==> config.mk <==
export PLATFORM = sky130hd
export DESIGN_NAME = ddr3_frame_addr_gen_flat
export DESIGN_NICKNAME = d
export VERILOG_FILES = /design/src/rtl/ddr3_addr_pkg.sv /design/src/rtl/ddr3_frame_addr_gen_if.sv /design/src/rtl/ddr3_addr_cnt.sv /design/src/rtl/ddr3_frame_addr_gen.sv /design/src/flat_wrapper.sv
export SDC_FILE = /design/constraint.sdc
export NUM_CORES = 1
export LEC_CHECK = 0
export CAP_MARGIN = 20
export CORE_AREA = 5 5 223 225
export DETAILED_ROUTE_END_ITERATION = 16
export DIE_AREA = 0 0 228 230
export GPL_TIMING_DRIVEN = 0
export SYNTH_ARGS = -nofsm -noshare
export SYNTH_HDL_FRONTEND = slang
export SYNTH_SLANG_ARGS = --single-unit
==> constraint.sdc <==
create_clock -name clk -period 7.7 [get_ports clk]
set_input_delay 1.54 -clock clk [delete_from_list [all_inputs] [get_ports clk]]
set_output_delay 1.54 -clock clk [all_outputs]
set_load 0.005 [all_outputs]
==> src/rtl/ddr3_addr_pkg.sv <==
// Shared sizes, buffer index type and error bit positions
// for the DDR3 frame address generator.
package ddr3_addr_pkg;

    typedef logic [1:0] buf_idx_t;

    typedef enum int unsigned {
        ERR_WR_OVF   = 0,
        ERR_RD_EARLY = 1
    } err_bit_e;

    function automatic int unsigned line_sz(
        input int unsigned lb,
        input int unsigned bl
    );
        return lb * bl;
    endfunction

    function automatic int unsigned plane_sz(
        input int unsigned rows,
        input int unsigned lb,
        input int unsigned bl
    );
        return rows * line_sz(lb, bl);
    endfunction

    function automatic int unsigned frame_sz(
        input int unsigned planes,
        input int unsigned rows,
        input int unsigned lb,
        input int unsigned bl
    );
        return planes * plane_sz(rows, lb, bl);
    endfunction

    function automatic int unsigned cnt_w(input int unsigned n);
        return (n > 1) ? $clog2(n) : 1;
    endfunction

endpackage

==> src/rtl/ddr3_frame_addr_gen_if.sv <==
// Frame-side, write-port and read-port signals of the
// DDR3 frame address generator.
interface ddr3_frame_addr_gen_if #(
    parameter int unsigned MEM_ADDR_W = 28,
    parameter int unsigned DATA_W     = 256
);
    logic                  vsync;
    logic                  wr_vld_i;
    logic [DATA_W-1:0]     wr_data_i;
    logic                  wr_en_o;
    logic [MEM_ADDR_W-1:0] wr_addr_o;
    logic [DATA_W-1:0]     wr_data_o;
    logic                  rd_req_i;
    logic                  rd_req_o;
    logic [MEM_ADDR_W-1:0] rd_addr_o;
    logic                  rd_wrap_o;
    logic                  tear_o;
    logic [1:0]            addr_err_o;

    modport master (
        output vsync, wr_vld_i, wr_data_i, rd_req_i,
        input  wr_en_o, wr_addr_o, wr_data_o,
        input  rd_req_o, rd_addr_o, rd_wrap_o,
        input  tear_o, addr_err_o
    );

    modport slave (
        input  vsync, wr_vld_i, wr_data_i, rd_req_i,
        output wr_en_o, wr_addr_o, wr_data_o,
        output rd_req_o, rd_addr_o, rd_wrap_o,
        output tear_o, addr_err_o
    );
endinterface

==> src/rtl/ddr3_addr_cnt.sv <==
// Nested burst/row/plane counter; ROW_INNER picks read order
// (rows inside planes) over write order (planes inside rows).
module ddr3_addr_cnt
    import ddr3_addr_pkg::*;
#(
    parameter int unsigned LINE_BURSTS = 4,
    parameter int unsigned ROWS        = 8,
    parameter int unsigned PLANES      = 3,
    parameter bit          ROW_INNER   = 1'b0
) (
    input  logic                         clk,
    input  logic                         rst_n,
    input  logic                         clr,
    input  logic                         inc,
    output logic [cnt_w(LINE_BURSTS)-1:0] burst,
    output logic [cnt_w(ROWS)-1:0]        row,
    output logic [cnt_w(PLANES)-1:0]      plane,
    output logic                         last
);
    localparam int unsigned MID_N = ROW_INNER ? ROWS : PLANES;
    localparam int unsigned OUT_N = ROW_INNER ? PLANES : ROWS;
    localparam int unsigned BW = cnt_w(LINE_BURSTS);
    localparam int unsigned MW = cnt_w(MID_N);
    localparam int unsigned OW = cnt_w(OUT_N);

    logic [BW-1:0] b_q, b;
    logic [MW-1:0] m_q, m;
    logic [OW-1:0] o_q, o;
    logic b_end, m_end, o_end;

    // clr gives the zero position this cycle so a same-cycle inc counts from it
    assign b = clr ? '0 : b_q;
    assign m = clr ? '0 : m_q;
    assign o = clr ? '0 : o_q;

    assign b_end = (b == BW'(LINE_BURSTS - 1));
    assign m_end = (m == MW'(MID_N - 1));
    assign o_end = (o == OW'(OUT_N - 1));
    assign last  = b_end & m_end & o_end;
    assign burst = b;

    generate
        if (ROW_INNER) begin : g_rd
            assign row   = m;
            assign plane = o;
        end else begin : g_wr
            assign row   = o;
            assign plane = m;
        end
    endgenerate

    always_ff @(posedge clk or negedge rst_n) begin
        if (!rst_n) begin
            b_q <= '0;
            m_q <= '0;
            o_q <= '0;
        end else begin
            b_q <= b;
            m_q <= m;
            o_q <= o;
            if (inc) begin
                b_q <= b_end ? '0 : b + 1'b1;
                if (b_end) begin
                    m_q <= m_end ? '0 : m + 1'b1;
                    if (m_end) o_q <= o_end ? '0 : o + 1'b1;
                end
            end
        end
    end
endmodule

==> src/rtl/ddr3_frame_addr_gen.sv <==
// DDR3 address generator for N-buffered PWM-plane video frames.
// Define ADDR_RANGE_CHECK_EN for sticky addr_err_o flags.
module ddr3_frame_addr_gen
    import ddr3_addr_pkg::*;
#(
    parameter int unsigned MEM_ADDR_W  = 28,
    parameter int unsigned DATA_W      = 256,
    parameter int unsigned BURST_LEN   = 8,
    parameter int unsigned LINE_BURSTS = 4,
    parameter int unsigned ROWS        = 2048,
    parameter int unsigned PLANES      = 19,
    parameter int unsigned NUM_BUFS    = 2,
    parameter int unsigned BASE_ADDR   = 0
) (
    input logic                 clk,
    input logic                 rst_n,
    ddr3_frame_addr_gen_if.slave bus
);
    localparam int unsigned LSZ = line_sz(LINE_BURSTS, BURST_LEN);
    localparam int unsigned PSZ = plane_sz(ROWS, LINE_BURSTS, BURST_LEN);
    localparam int unsigned FSZ = frame_sz(PLANES, ROWS, LINE_BURSTS, BURST_LEN);
    localparam int unsigned BW  = cnt_w(LINE_BURSTS);
    localparam int unsigned RW  = cnt_w(ROWS);
    localparam int unsigned PW  = cnt_w(PLANES);

    logic vs_s1, vs_s2, vs_s3, fs;
    buf_idx_t wr_buf, rd_buf, last_done, sel_buf, wr_buf_eff;
    logic done_vld, wr_active, sel_tear;
    logic wr_ok, rd_ok, wr_last, rd_last;
    logic [BW-1:0] wr_burst, rd_burst;
    logic [RW-1:0] wr_row, rd_row;
    logic [PW-1:0] wr_plane, rd_plane;
    logic wr_en_q, rd_req_q, rd_wrap_q, tear_q;
    logic [MEM_ADDR_W-1:0] wr_addr_q, rd_addr_q;
    logic [DATA_W-1:0] wr_data_q;
    logic [1:0] err_q;

    function automatic logic [MEM_ADDR_W-1:0] mk_addr(
        input logic [63:0] b,
        input logic [63:0] p,
        input logic [63:0] r,
        input logic [63:0] k
    );
        return MEM_ADDR_W'(64'(BASE_ADDR) + b * 64'(FSZ) + p * 64'(PSZ)
                           + r * 64'(LSZ) + k * 64'(BURST_LEN));
    endfunction

    assign fs         = vs_s3 & ~vs_s2;
    assign wr_ok      = bus.wr_vld_i & (fs | wr_active);
    assign rd_ok      = bus.rd_req_i & done_vld;
    assign wr_buf_eff = fs ? sel_buf : wr_buf;

    // Avoid the newest frame and the one being read; with no choice, tear
    always_comb begin
        buf_idx_t idx;
        logic hit;
        idx      = '0;
        hit      = 1'b0;
        sel_buf  = wr_buf;
        sel_tear = 1'b0;
        for (int i = 1; i <= int'(NUM_BUFS); i++) begin
            idx = buf_idx_t'((int'(wr_buf) + i) % int'(NUM_BUFS));
            if (!hit && (!done_vld || (idx != last_done && idx != rd_buf))) begin
                sel_buf = idx;
                hit     = 1'b1;
            end
        end
        for (int i = 1; i <= int'(NUM_BUFS); i++) begin
            idx = buf_idx_t'((int'(wr_buf) + i) % int'(NUM_BUFS));
            if (!hit && idx != last_done) begin
                sel_buf  = idx;
                sel_tear = 1'b1;
                hit      = 1'b1;
            end
        end
    end

    ddr3_addr_cnt #(
        .LINE_BURSTS(LINE_BURSTS), .ROWS(ROWS),
        .PLANES(PLANES), .ROW_INNER(1'b0)
    ) u_wr_cnt (
        .clk(clk), .rst_n(rst_n), .clr(fs), .inc(wr_ok),
        .burst(wr_burst), .row(wr_row), .plane(wr_plane), .last(wr_last)
    );

    ddr3_addr_cnt #(
        .LINE_BURSTS(LINE_BURSTS), .ROWS(ROWS),
        .PLANES(PLANES), .ROW_INNER(1'b1)
    ) u_rd_cnt (
        .clk(clk), .rst_n(rst_n), .clr(1'b0), .inc(rd_ok),
        .burst(rd_burst), .row(rd_row), .plane(rd_plane), .last(rd_last)
    );

    always_ff @(posedge clk or negedge rst_n) begin
        if (!rst_n) begin
            vs_s1     <= 1'b0;
            vs_s2     <= 1'b0;
            vs_s3     <= 1'b0;
            wr_buf    <= buf_idx_t'(NUM_BUFS - 1);
            rd_buf    <= '0;
            last_done <= '0;
            done_vld  <= 1'b0;
            wr_active <= 1'b0;
            wr_en_q   <= 1'b0;
            wr_addr_q <= '0;
            wr_data_q <= '0;
            rd_req_q  <= 1'b0;
            rd_addr_q <= '0;
            rd_wrap_q <= 1'b0;
            tear_q    <= 1'b0;
        end else begin
            vs_s1     <= bus.vsync;
            vs_s2     <= vs_s1;
            vs_s3     <= vs_s2;
            wr_en_q   <= wr_ok;
            rd_req_q  <= rd_ok;
            rd_wrap_q <= rd_ok & rd_last;
            tear_q    <= fs & sel_tear;
            if (fs) begin
                wr_buf    <= sel_buf;
                wr_active <= 1'b1;
            end
            if (wr_ok) begin
                wr_addr_q <= mk_addr(64'(wr_buf_eff), 64'(wr_plane),
                                     64'(wr_row), 64'(wr_burst));
                wr_data_q <= bus.wr_data_i;
                if (wr_last) begin
                    wr_active <= 1'b0;
                    last_done <= wr_buf_eff;
                    done_vld  <= 1'b1;
                end
            end
            if (rd_ok) begin
                rd_addr_q <= mk_addr(64'(rd_buf), 64'(rd_plane),
                                     64'(rd_row), 64'(rd_burst));
                if (rd_last) rd_buf <= last_done;
            end
        end
    end

`ifdef ADDR_RANGE_CHECK_EN
    always_ff @(posedge clk or negedge rst_n) begin
        if (!rst_n) begin
            err_q <= '0;
        end else begin
            if (bus.wr_vld_i && !wr_ok) err_q[ERR_WR_OVF] <= 1'b1;
            if (bus.rd_req_i && !done_vld) err_q[ERR_RD_EARLY] <= 1'b1;
        end
    end
`else
    assign err_q = '0;
`endif

    assign bus.wr_en_o    = wr_en_q;
    assign bus.wr_addr_o  = wr_addr_q;
    assign bus.wr_data_o  = wr_data_q;
    assign bus.rd_req_o   = rd_req_q;
    assign bus.rd_addr_o  = rd_addr_q;
    assign bus.rd_wrap_o  = rd_wrap_q;
    assign bus.tear_o     = tear_q;
    assign bus.addr_err_o = err_q;
endmodule

==> src/flat_wrapper.sv <==
// flat-port wrapper written by rule: the top's interface ports become plain ports
module ddr3_frame_addr_gen_flat import ddr3_addr_pkg::*;
#(
    parameter int unsigned MEM_ADDR_W  = 28,
    parameter int unsigned DATA_W      = 256,
    parameter int unsigned BURST_LEN   = 8,
    parameter int unsigned LINE_BURSTS = 4,
    parameter int unsigned ROWS        = 2048,
    parameter int unsigned PLANES      = 19,
    parameter int unsigned NUM_BUFS    = 2,
    parameter int unsigned BASE_ADDR   = 0
)
  (clk, rst_n, bus_vsync, bus_wr_vld_i, bus_wr_data_i, bus_rd_req_i, bus_wr_en_o, bus_wr_addr_o, bus_wr_data_o, bus_rd_req_o, bus_rd_addr_o, bus_rd_wrap_o, bus_tear_o, bus_addr_err_o);
  ddr3_frame_addr_gen_if #(.MEM_ADDR_W(MEM_ADDR_W), .DATA_W(DATA_W)) bus_i ();
  input logic clk;
  input logic rst_n;
  input wire logic [$bits(bus_i.vsync)-1:0] bus_vsync;
  input wire logic [$bits(bus_i.wr_vld_i)-1:0] bus_wr_vld_i;
  input wire logic [$bits(bus_i.wr_data_i)-1:0] bus_wr_data_i;
  input wire logic [$bits(bus_i.rd_req_i)-1:0] bus_rd_req_i;
  output wire logic [$bits(bus_i.wr_en_o)-1:0] bus_wr_en_o;
  output wire logic [$bits(bus_i.wr_addr_o)-1:0] bus_wr_addr_o;
  output wire logic [$bits(bus_i.wr_data_o)-1:0] bus_wr_data_o;
  output wire logic [$bits(bus_i.rd_req_o)-1:0] bus_rd_req_o;
  output wire logic [$bits(bus_i.rd_addr_o)-1:0] bus_rd_addr_o;
  output wire logic [$bits(bus_i.rd_wrap_o)-1:0] bus_rd_wrap_o;
  output wire logic [$bits(bus_i.tear_o)-1:0] bus_tear_o;
  output wire logic [$bits(bus_i.addr_err_o)-1:0] bus_addr_err_o;
  assign bus_i.vsync = bus_vsync;
  assign bus_i.wr_vld_i = bus_wr_vld_i;
  assign bus_i.wr_data_i = bus_wr_data_i;
  assign bus_i.rd_req_i = bus_rd_req_i;
  assign bus_wr_en_o = bus_i.wr_en_o;
  assign bus_wr_addr_o = bus_i.wr_addr_o;
  assign bus_wr_data_o = bus_i.wr_data_o;
  assign bus_rd_req_o = bus_i.rd_req_o;
  assign bus_rd_addr_o = bus_i.rd_addr_o;
  assign bus_rd_wrap_o = bus_i.rd_wrap_o;
  assign bus_tear_o = bus_i.tear_o;
  assign bus_addr_err_o = bus_i.addr_err_o;
  ddr3_frame_addr_gen #(.MEM_ADDR_W(MEM_ADDR_W), .DATA_W(DATA_W), .BURST_LEN(BURST_LEN), .LINE_BURSTS(LINE_BURSTS), .ROWS(ROWS), .PLANES(PLANES), .NUM_BUFS(NUM_BUFS), .BASE_ADDR(BASE_ADDR)) u_core (.clk(clk), .rst_n(rst_n), .bus(bus_i));
endmodule
Yosys cells after proc, flatten, opt, wreduce, memory -nomap -nowiden
Index checks and enable logic that the tools add are counted.
W data, S select, Z words.
- flip-flop bits (word level): 363
- output and inout port bits: 318
- bitwise gates (word level): 13
- reductions and logical operators: 15
- $add $sub $neg: 14
- mux-type cells: 28
- multiply operators: 2
- equal/unequal tests: 10
- operators with widths (kind ; count):
    $mux W11 ; 6
    $add A28 B16 Y28 ; 2
    $add A28 B5 Y28 ; 2
    $add A23 B21 Y24 ; 2
    $mux W5 ; 5
    $add A11 B1 Y11 const B ; 2
    $eq A11 B11 Y1 const B ; 2
    $mux W2 ; 9
    $mul A2 B5 Y7 const B ; 2
    $add A5 B1 Y5 const B ; 2
    $eq A5 B5 Y1 const B ; 2
    $and A1 B1 Y1 ; 9
    $mux W1 ; 8
    $ne A2 B2 Y1 ; 4
    $reduce_and A2 Y1 ; 3
    $logic_and A1 B1 Y1 ; 5
    $add A2 B1 Y2 const B ; 2
    $eq A2 B2 Y1 const B ; 2
    $logic_not A1 Y1 ; 4
    $reduce_and A3 Y1 ; 1
    $add A1 B1 Y1 const B ; 2
    $and A1 B1 Y1 const A ; 2
    $logic_or A1 B1 Y1 ; 2
    $not A1 Y1 ; 1
    $or A1 B1 Y1 ; 1

Logic depth before layout (Yosys ltp)
Gate-level depths: netlist (run 1).
- word-level depth: 20
- gate-level depth with buffers: 12
- gate-level depth less buffers: 12

Cells and area by module
Synthesis (run 1) repeated with hierarchy kept, for this count alone.
- cell total of the unflattened synthesis: 1536
- area, all modules: 14351.3 um^2
- modules (own cells, without submodules) (module ; area an instance (um^2) ; sequential area each (um^2) ; times used ; cells an instance):
    ddr3_frame_addr_gen ; 12210.5 ; 7783.7 ; 1 ; 1316
    ddr3_addr_cnt at u_core.u_wr_cnt ; 1096.1 ; 450.4 ; 1 ; 114
    ddr3_addr_cnt at u_core.u_rd_cnt ; 1044.8 ; 450.4 ; 1 ; 106

Worst setup path after synthesis (run 1)
Ideal clock, no wire load.
- path type: input -> register
- start: input port bus_wr_vld_i
- end: register u_core.last_done[1]
- setup slack: 5050 ps
- setup time: 128 ps
- data arrival time: 2522 ps
- cell stages on the path: 5
- path buffers: 0
- cells stage by stage: and2_1 a21boi_2 nand2b_1 nor2_4 mux2_1
- longest elaborated chain between the ends: 2
- ends and longest elaborated chain (item ; line ; text):
    start: declaration ; flat_wrapper.sv:18 ; input wire logic [$bits(bus_i.wr_vld_i)-1:0] bus_wr_vld_i;
    $and A1 B1 Y1 ; ddr3_frame_addr_gen.sv:49 ; assign wr_ok = bus.wr_vld_i & (fs | wr_active);
    $reduce_and A2 Y1 (no line) ; - ;
    end signal: assignment ; ddr3_frame_addr_gen.sv:129 ; last_done <= wr_buf_eff;
    end: declaration ; ddr3_frame_addr_gen.sv:27 ; buf_idx_t wr_buf, rd_buf, last_done, sel_buf, wr_buf_eff;
Every way passes these cells.
A chain may end at the register's enable or synchronous reset.

Final worst setup path (run 1)
- start: register u_core.wr_data_q[44] (netlist: u_core.bus.wr_data_o[44])
- end: output port bus_wr_data_o[44]
- RTL lines (item ; line ; text):
    start: declaration ; ddr3_frame_addr_gen.sv:35 ; logic [DATA_W-1:0] wr_data_q;
    start signal: assignment ; ddr3_frame_addr_gen.sv:126 ; wr_data_q <= bus.wr_data_i;
    end: declaration ; flat_wrapper.sv:23 ; output wire logic [$bits(bus_i.wr_data_o)-1:0] bus_wr_data_o;
No word-level cell between the ends.

==> flow_metrics.tcl, run 1 <==
set metrics [dict create \
    vias_per_cell 4.39 \
    synth.avg_cell_area_sq_um 9.27 \
    period_needed_ps 3060 \
    grt_pass1_vias 12600 \
    power_frac_clock 0.404 \
    crit_type "reg -> out" \
    finalInstanceArea_sq_um 21800 \
    place.gp.congestion 0.822 \
    initial_core_util 0.296 \
    drt_wl_total_um 49800 \
    cts_tree "yes" \
    drc 0 \
    worst_pin_slew_ps 789 \
    regArea_sq_um 8680 \
    overflow 0 \
    vias 12200 \
    max_stage_delay_ps 570 \
    synthArstFlopShare 1.00 \
    final_cell_count_no_fill 2778 \
    ctsHoldBuffers 0 \
    place_hpwl_um 38300 \
    die_h_um 230 \
    cp_max_fo 2 \
    min_path_type "reg -> reg" \
    cts-root-buf "clkbuf_16" \
    cp_slowest_cell "clkdlybuf4s50_1" \
    path_buf_inv 1 \
    max_freq_ghz 0.327 \
    synthFlopType "dfrtp_1" \
    finalClockSkew_ps 22.5 \
    arrival_ps 1520 \
    dp_cells 2706 \
    num-nets-final 2420 \
    outcome "completed" \
    slew_headroom 0.474 \
    p_sw_mw 1.16 \
    coreArea_sq_um 47300 \
    p_per_area_nw_per_um2 212 \
    ioPinCount 579 \
    clkTransAtPathRegs_ps 60 \
    drive_gt1_frac 0.0722 \
    cp-start-kind "flip-flop" \
    initialDrtViolationCount 552 \
    clockBufferDepth 3 \
    clock_latency_ps 550 \
    cts_setup_buffers 0 \
    yosys.area.top_type "dfrtp_1" \
    cts.sinks 347 \
    yosys-top-cells-count "nand2_1 (837), dfrtp_1 (346), o21ai_0 (41)" \
    rows 80 \
    dpl_cell_area_sq_um 20500 \
    rsz0062_at_grt "false" \
    timing.final.crit_share 0.397 \
    synth_cell_types 53 \
    synthTopCellsByArea "dfrtp_1 (62%), nand2_1 (22%), ha_1 (2.0%)" \
    p_sw_frac 0.251 \
    cts_made_buffers 42 \
    p_leak_nw 10.7 \
    cp-end-kind "output pin" \
    ys_warn_count 0 \
    synth_edf_count 0 \
    ant_nets 0 \
    hold_slack_ps 348 \
    yosysTopAreaCellShare 0.618 \
    nFillCells 4566 \
    ir_drop_mv 0.137 \
    maxSlewViolCount 0 \
    setup_viol 0 \
    die_w_um 228 \
    pwr-share-seq 0.440 \
    crit_required_ps 6160 \
    yosysSeqAreaShare 0.620 \
    syn-cell-area_sq_um 14000 \
    ctsHtreeMaxLevel 2 \
    die_area_sq_um 52400 \
    cpLargestDelayFamily "buffers and inverters" \
    post_cts_resized 0 \
    io_buffer_count 560 \
    antenna_found_initial 7 \
    routedWlPerCell_um 17.9 \
    area_delta_synth_final_pct 55.8 \
    setup-tns-final_ps 0 \
    hold_viol 0 \
    p_int_mw 3.47 \
    p_comb_frac 0.156 \
    drt_first_pass_iters 7 \
    grt_use_total 0.184 \
    grt_max_degree 113 \
    ys_ff_latch 347 \
    path_cells "clkdlybuf4s50_1" \
    cap_violations 0 \
    yosysMostFrequentCell "nand2_1" \
    multi_input_area_sq_um 4850 \
    grt_pass1_wl_um 76500 \
    synth_cells 1511 \
]
-- metrics by stage --
step / utilization / setup WS (ps) / total power [mW]
2_1_floorplan: - / 5050 / 2.25
3_3_place_gp: 0.432 / -10640 / 2.79
3_5_place_dp: 0.434 / 4220 / 2.80
4_1_cts: 0.461 / 4580 / 4.72
5_1_grt: 0.461 / 4440 / 4.85
6_report: 0.461 / 4640 / 4.63
-- power groups by stage --
stage,combinational [mW],sequential [mW],clock [mW]
after floorplan,0.183,2.07,0
after global placement,0.720,2.07,0
after detailed placement,0.730,2.07,0
after CTS,0.735,2.04,1.94
after global routing,0.791,2.05,2.01
final,0.720,2.04,1.87
-- cells by family after synthesis --
kind of cell / after synthesis / synth area share
other: 1 / 0.000268
DFF: 347 / 0.620
muxes: 20 / 0.0160
buffers and inverters: 107 / 0.0381
AOI/OAI and AO/OA: 72 / 0.0295
and+or+nand+nor: 914 / 0.257
adders and majority gates: 24 / 0.0225
xor gates and xnor gates: 26 / 0.0163
-- cell type report --
type	instances	area share
diodes	1	0.000115
plain buffers	89	0.0214
clock buffers	60	0.0559
clock inverters	11	0.00310
inverters	18	0.00310
multi-input cells	1074	0.222
flip-flops and latches	347	0.398
well taps	615	0.0353
repair buffers	563	0.261
-- sequential cells by signal, summed over array words and instances (netlist names) --
name	cells
u_core.vs_s2	1
u_core.vs_s1	1
u_core.bus.rd_addr_o	20
u_core.u_rd_cnt.o_q	5
u_core.done_vld	1
u_core.u_rd_cnt.b_q	2
u_core.vs_s3	1
u_core.wr_buf	2
u_core.bus.wr_data_o	256
u_core.bus.wr_en_o	1
u_core.rd_buf	2
u_core.u_wr_cnt.b_q	2
u_core.bus.wr_addr_o	20
u_core.wr_active	1
u_core.u_wr_cnt.m_q	5
u_core.u_wr_cnt.o_q	11
u_core.bus.rd_wrap_o	1
u_core.bus.tear_o	1
u_core.last_done	2
u_core.u_rd_cnt.m_q	11
u_core.bus.rd_req_o	1
-- cell usage in the layout, fill, tap and decap left out, types with 17 or more instances in the layout --
cell	instances
clkbuf_16	43
clkbuf_1	32
mux2_2	18
conb_1	18
nand2_1	837
buf_2	40
buf_4	22
o21ai_0	41
dfrtp_1	346
nor2_1	17
clkdlybuf4s50_1	559
inv_1	17
ha_1	22
-- layer usage --
layer | global-route usage | up-vias | part of all wire
li1 | - | 5924 | -
met1 | 0.216 | 5744 | 0.39
met2 | 0.315 | 434 | 0.49
met3 | 0.0728 | 86 | 0.089
met4 | 0.0537 | 12 | 0.025
met5 | 0 | - | 0.0018
-- worst paths after layout --
check | cells after the start | start | end | slack [ps]
worst max-delay path | 1 | u_core.bus.wr_data_o[44]$_DFFE_PN0P_ | bus_wr_data_o[44] | 4640
worst min-delay path | 0 | u_core.vs_s1$_DFF_PN0_ | u_core.vs_s2$_DFF_PN0_ | 350
worst max register to register | 11 | u_core.vs_s2$_DFF_PN0_ | u_core.last_done[1]$_DFFE_PN0P_ | 4760
worst min register to register | 0 | u_core.vs_s1$_DFF_PN0_ | u_core.vs_s2$_DFF_PN0_ | 350
max in group asynchronous | 3 | rst_n | u_core.bus.wr_data_o[164]$_DFFE_PN0P_ | 5470
min in group asynchronous | 1 | rst_n | u_core.bus.rd_addr_o[10]$_DFFE_PN0P_ | 890
No activity file was read; power rests on OpenSTA's default activity.
==> inputs of run 2 (changes only) <==
clock period = 2.95 ns   (was 7.7 ns; I/O delays follow)
==> run 2 against run 1 <==
  * Register-to-register slack lost 4500 ps
  * Global-route usage is essentially flat
  * Utilization grew 0.12 points
  * Sequential power grew to 2.6 times the previous value
  * Cell area grew 0.26%
  * Final cell count grew 0.14%
  * Non-clock buffer count grew 4
  * Sequential share of layout area shrank 0.088 points
  * Wire length is essentially flat
  * Critical endpoint is now u_core.bus.wr_addr_o[21]$_DFFE_PN0P_
  * Largest cell class unchanged
  * Highest routed layer unchanged
==> flow_metrics.tcl, run 2 (synthesis results as in run 1) <==
set metrics [dict create \
    outcome "completed" \
    die_w_um 228 \
    grt_max_degree 113 \
    clock_latency_ps 550 \
    multi_input_area_sq_um 4870 \
    worst-r2r-cell-count 12 \
    min_to "u_core.vs_s2$_DFF_PN0_" \
    place_hpwl_um 38300 \
    ioPinCount 579 \
    p_int_mw 9.05 \
    grt_pass1_vias 12600 \
    coreArea_sq_um 47300 \
    regToRegEndpoint "u_core.bus.wr_addr_o[21]$_DFFE_PN0P_" \
    vias 12200 \
    routedWlPerCell_um 17.9 \
    rows 80 \
    p_leak_nw 10.7 \
    total_power_mw 12.1 \
    rsz0062_at_grt "false" \
    p_comb_frac 0.156 \
    nFillCells 4559 \
    cts_tree "yes" \
    clkTransAtPathRegs_ps 60 \
    finalClockSkew_ps 22.5 \
    p_per_area_nw_per_um2 552 \
    io_buffer_count 560 \
    grt_pass1_wl_um 76600 \
    cts.sinks 347 \
    antenna_found_initial 7 \
    path_buf_inv 2 \
    vias_per_cell 4.39 \
    period_needed_ps 2730 \
    pwr-share-seq 0.440 \
    timing.final.crit_share 0.926 \
    path_cells "nand2b_1 > buf_4 > a211oi_2 > a21oi_4 > inv_1 > ha_1 > ha_1 > a21oi_1 > o21ai_0 > a21oi_1 > xnor2_1 > mux2_2" \
    cpLargestDelayFamily "compound AO/OA/AOI/OAI gates" \
    drive_gt1_frac 0.0766 \
    place.gp.congestion 0.822 \
    crit_required_ps 3380 \
    setup_viol 0 \
    initialDrtViolationCount 548 \
    largest_reg_flops 256 \
    num-nets-final 2424 \
    final_cell_mix "nand2_1 (837), clkdlybuf4s50_1 (559), dfrtp_1 (343)" \
    worstHoldStart "u_core.vs_s1$_DFF_PN0_" \
    reg2reg_from "u_core.vs_s2$_DFF_PN0_" \
    max_freq_ghz 0.366 \
    p_sw_frac 0.250 \
    cts-root-buf "clkbuf_16" \
    die_area_sq_um 52400 \
    layout_commonest_cell "nand2_1" \
    area_delta_synth_final_pct 56.2 \
    cap_violations 0 \
    regArea_sq_um 8690 \
    initial_core_util 0.296 \
    ctsHtreeMaxLevel 2 \
    worst_pin_slew_ps 787 \
    overflow 0 \
    p_sw_mw 3.03 \
    cp_max_fo 10 \
    cp_slowest_cell "dfrtp_1" \
    crit_type "reg -> reg" \
    ir_drop_mv 0.356 \
    cts_made_buffers 42 \
    die_h_um 230 \
    max_stage_delay_ps 390 \
    drc 0 \
    maxSlewViolCount 0 \
    reg2reg_slack_ps 220 \
    ant_nets 0 \
    holdPathStages 0 \
    worstSetupStartpoint "u_core.vs_s2$_DFF_PN0_" \
    min_path_type "reg -> reg" \
    clockBufferDepth 3 \
    hold_viol 0 \
    cp-start-kind "flip-flop" \
    drt_wl_total_um 49900 \
    slew_headroom 0.475 \
    grt_use_total 0.184 \
    power_frac_clock 0.404 \
    arrival_ps 3170 \
    drt_first_pass_iters 5 \
    cp-end-kind "flip-flop" \
    final_util 0.462 \
]
-- run 2: cell count changes in the layout (fill, tap and decap cells not counted) --
cell | previous run | this run
a211oi_2 | 0 | 1
o21ai_0 | 41 | 40
a21oi_2 | 0 | 1
dfrtp_1 | 346 | 343
dlygate4sd3_1 | 0 | 1
buf_4 | 22 | 25
clkbuf_2 | 0 | 1
clkbuf_1 | 32 | 31
dfrtp_2 | 0 | 3
o21ai_1 | 1 | 2
a21oi_4 | 0 | 1
a211oi_1 | 1 | 0
a21oi_1 | 13 | 11
-- run 2: area by class of cell --
cell class                      count  area share
Sequential cell                   347       0.397
Timing Repair Buffer              567       0.262
Multi-Input combinational cell   1074       0.223
Clock buffer                       60      0.0558
Tap cell                          615      0.0352
Buffer                             89      0.0214
Clock inverter                     11     0.00309
Inverter                           18     0.00309
Antenna cell                        1    0.000114
-- run 2: per-stage QoR --
stage | worst slack [ps] | instance area [sq um] | instances | hold slack (ps) | TNS [ps]
after global routing | 8.09 | 21900 | 2782 | 361 | 0
after floorplan | 379 | 14100 | 1528 | 294 | 0
after global placement | -14440 | 20400 | 2703 | 339 | -4988870
after detailed placement | 20.8 | 20500 | 2706 | 337 | 0
final | 219 | 21900 | 2782 | 349 | 0
after CTS | 2.52 | 21800 | 2778 | 344 | 0
-- run 2: per-layer routing --
metal,track usage,share of wire
met1,0.216,0.39
met2,0.315,0.49
met3,0.0728,0.089
met4,0.0537,0.025
met5,0,0.0018
-- run 2: timing repair --
action                                  CTS  global route
setup buffers                             0             3
resized for setup                         0            10
hold buffers                              1             0
hold endpoints to repair                 47             0
endpoints found under the setup margin    0             8
-- run 2: worst max-delay path by stage --
stage / end / slack (ps) / cells after the start
after global routing: u_core.bus.wr_addr_o[21]$_DFFE_PN0P_ / 8 / 12
after floorplan: u_core.bus.wr_addr_o[22]$_DFFE_PN0P_ / 380 / 12
after CTS: u_core.last_done[1]$_DFFE_PN0P_ / 3 / 11
after global placement: u_core.bus.wr_data_o[184]$_DFFE_PN0P_ / -14440 / 1
final: u_core.bus.wr_addr_o[21]$_DFFE_PN0P_ / 220 / 12
after detailed placement: u_core.bus.wr_addr_o[22]$_DFFE_PN0P_ / 20 / 12
-- run 2: power groups by stage --
stage / registers (mW) / logic [mW] / clock network (mW)
6_report: 5.32 / 1.89 / 4.88
5_1_grt: 5.36 / 2.07 / 5.25
4_1_cts: 5.31 / 1.92 / 5.07
3_5_place_dp: 5.39 / 1.91 / 0
3_3_place_gp: 5.39 / 1.88 / 0
2_1_floorplan: 5.40 / 0.476 / 0
==> inputs of run 3 (changes only) <==
CAP_MARGIN = not set   (was 20)
CTS_CLUSTER_DIAMETER = 200   (was not set)
RECOVER_POWER = 100   (was not set)
==> run 3 against run 2 <==
  * Count of clock-buffer cells in the layout is the same
  * Sequential share of layout area rose by 0.13 points
  * Clock skew barely moved
  * Worst hold slack worse by 0.93 ps
  * Sequential cell count is the same
  * Critical path type unchanged
  * Largest cell class unchanged
==> flow_metrics.tcl, run 3 (synthesis results as in run 1) <==
set metrics [dict create \
    outcome "completed" \
    die_area_sq_um 52400 \
    worst_pin_slew_ps 1320 \
    die_h_um 230 \
    p_comb_frac 0.147 \
    p_sw_frac 0.252 \
    cp_max_fo 10 \
    reg2reg_slack_ps 220 \
    ioPinCount 579 \
    place.gp.congestion 0.822 \
    cp-end-kind "flip-flop" \
    antenna_found_initial 7 \
    num-nets-final 2424 \
    area_delta_synth_final_pct 55.7 \
    overflow 0 \
    crit_type "reg -> reg" \
    coreArea_sq_um 47300 \
    hold_slack_ps 348 \
    cts_tree "yes" \
    grt_use_total 0.184 \
    crit_required_ps 3360 \
    initialDrtViolationCount 565 \
    vias 12200 \
    final_cell_count_no_fill 2782 \
    ir_drop_mv 0.357 \
    final_cell_mix "nand2_1 (837), dfrtp_1 (343), dlygate4sd3_1 (302)" \
    rows 80 \
    max_freq_ghz 0.366 \
    initial_core_util 0.296 \
    clockBufferDepth 3 \
    pwr-share-seq 0.444 \
    grt_pass1_wl_um 76600 \
    place_hpwl_um 38300 \
    vias_per_cell 4.38 \
    layout_commonest_cell "nand2_1" \
    p_sw_mw 3.00 \
    cp_slowest_cell "fa_1" \
    worst-path-stages 12 \
    path_buf_inv 2 \
    worstSetupStartpoint "u_core.vs_s2$_DFF_PN0_" \
    cap_violations 0 \
    clkTransAtPathRegs_ps 60 \
    dpl_cell_area_sq_um 20500 \
    min_path_type "reg -> reg" \
    slew_headroom 0.117 \
    timing.final.crit_share 0.926 \
    hold_viol 0 \
    io_buffer_count 560 \
    grt_pass1_vias 12600 \
    total_power_mw 11.9 \
    clock_latency_ps 550 \
    drt_wl_total_um 49800 \
    cpLargestDelayFamily "compound AO/OA/AOI/OAI gates" \
    p_per_area_nw_per_um2 547 \
    finalClockSkew_ps 22.3 \
    path_cells "nand2b_1 > buf_4 > a211oi_2 > a21oi_4 > inv_1 > ha_1 > fa_1 > a21o_1 > a21oi_2 > nor2b_1 > o21ai_1 > o21ai_0" \
    largest_reg_flops 256 \
    setup_viol 0 \
    ant_nets 0 \
    period_needed_ps 2730 \
    dp_slack_ps 20.8 \
    max_stage_delay_ps 430 \
    crit_end "u_core.bus.wr_addr_o[22]$_DFFE_PN0P_" \
    grt_max_degree 113 \
    drc 0 \
    dp_cells 2706 \
    power_frac_clock 0.409 \
    worst-r2r-cell-count 12 \
    routedWlPerCell_um 17.9 \
    cp-start-kind "flip-flop" \
    p_int_mw 8.92 \
    cts.sinks 347 \
    ctsHtreeMaxLevel 2 \
    reg2reg_from "u_core.vs_s2$_DFF_PN0_" \
    finalInstanceArea_sq_um 21800 \
    p_leak_nw 11.0 \
    cts-root-buf "clkbuf_16" \
    arrival_ps 3140 \
    drive_gt1_frac 0.0665 \
    die_w_um 228 \
    maxSlewViolCount 0 \
    setup_ws_ps 220 \
    rsz0062_at_grt "false" \
    regToRegEndpoint "u_core.bus.wr_addr_o[22]$_DFFE_PN0P_" \
    drt_first_pass_iters 7 \
    cts_made_buffers 42 \
]
-- run 3: changes by cell type in the layout (fill, tap and decap cells not counted), moves of 11 or more --
| cell | before | now |
|---|---|---|
| buf_2 | 40 | 15 |
| clkbuf_1 | 31 | 51 |
| clkbuf_2 | 1 | 12 |
| clkdlybuf4s50_1 | 559 | 258 |
| dlygate4sd3_1 | 1 | 302 |
-- run 3: how the worst min path moves through the flow --
stage,startpoint,slack (ps),cells past startpoint,end
2_1_floorplan,rst_n,290,0,u_core.bus.rd_addr_o[10]$_DFFE_PN0P_
3_3_place_gp,u_core.vs_s1$_DFF_PN0_,340,0,u_core.vs_s2$_DFF_PN0_
3_5_place_dp,u_core.vs_s1$_DFF_PN0_,340,0,u_core.vs_s2$_DFF_PN0_
4_1_cts,u_core.vs_s1$_DFF_PN0_,340,0,u_core.vs_s2$_DFF_PN0_
5_1_grt,u_core.vs_s1$_DFF_PN0_,360,0,u_core.vs_s2$_DFF_PN0_
6_report,u_core.vs_s1$_DFF_PN0_,350,0,u_core.vs_s2$_DFF_PN0_
-- run 3: routing by layer --
metal  vias up  global-route usage  wire (um)
met2       413               0.315      24400
met4        12              0.0537       1290
met1      5728               0.216      19600
met3        91              0.0728       4390
met5         -                   0         92
li1       5940                   -          -
-- run 3: layout make-up --
class | instances | area, sq um
buffer | 89 | 445
clock inverter | 11 | 67.6
timing repair buffer | 567 | 5700
tap | 615 | 769
sequential | 347 | 8690
multi-input combinational | 1074 | 4840
antenna | 1 | 2.50
clock buffer | 60 | 1220
inverter | 18 | 67.6
fill | 4568 | 25500
-- run 3: what timing repair did --
| item | CTS | global route |
|---|---|---|
| gates resized for setup | 0 | 10 |
| hold endpoints to repair | 47 | 0 |
| hold buffers | 1 | 0 |
| setup buffers | 0 | 3 |
| endpoints found under the setup margin | 0 | 8 |
-- run 3: power by group through the flow --
| stage | combinational, mW | sequential (mW) | clock (mW) |
|---|---|---|---|
| 6_report | 1.75 | 5.30 | 4.87 |
| 5_1_grt | 1.94 | 5.34 | 5.25 |
| 4_1_cts | 1.92 | 5.31 | 5.07 |
| 3_5_place_dp | 1.91 | 5.39 | 0 |
| 3_3_place_gp | 1.88 | 5.39 | 0 |
| 2_1_floorplan | 0.476 | 5.40 | 0 |
-- run 3: stage by stage --
step,TNS [ps],util
final,0,0.461
after global routing,0,0.461
after CTS,0,0.461
after global placement,-4988870,0.432
after detailed placement,0,0.434
after floorplan,0,-
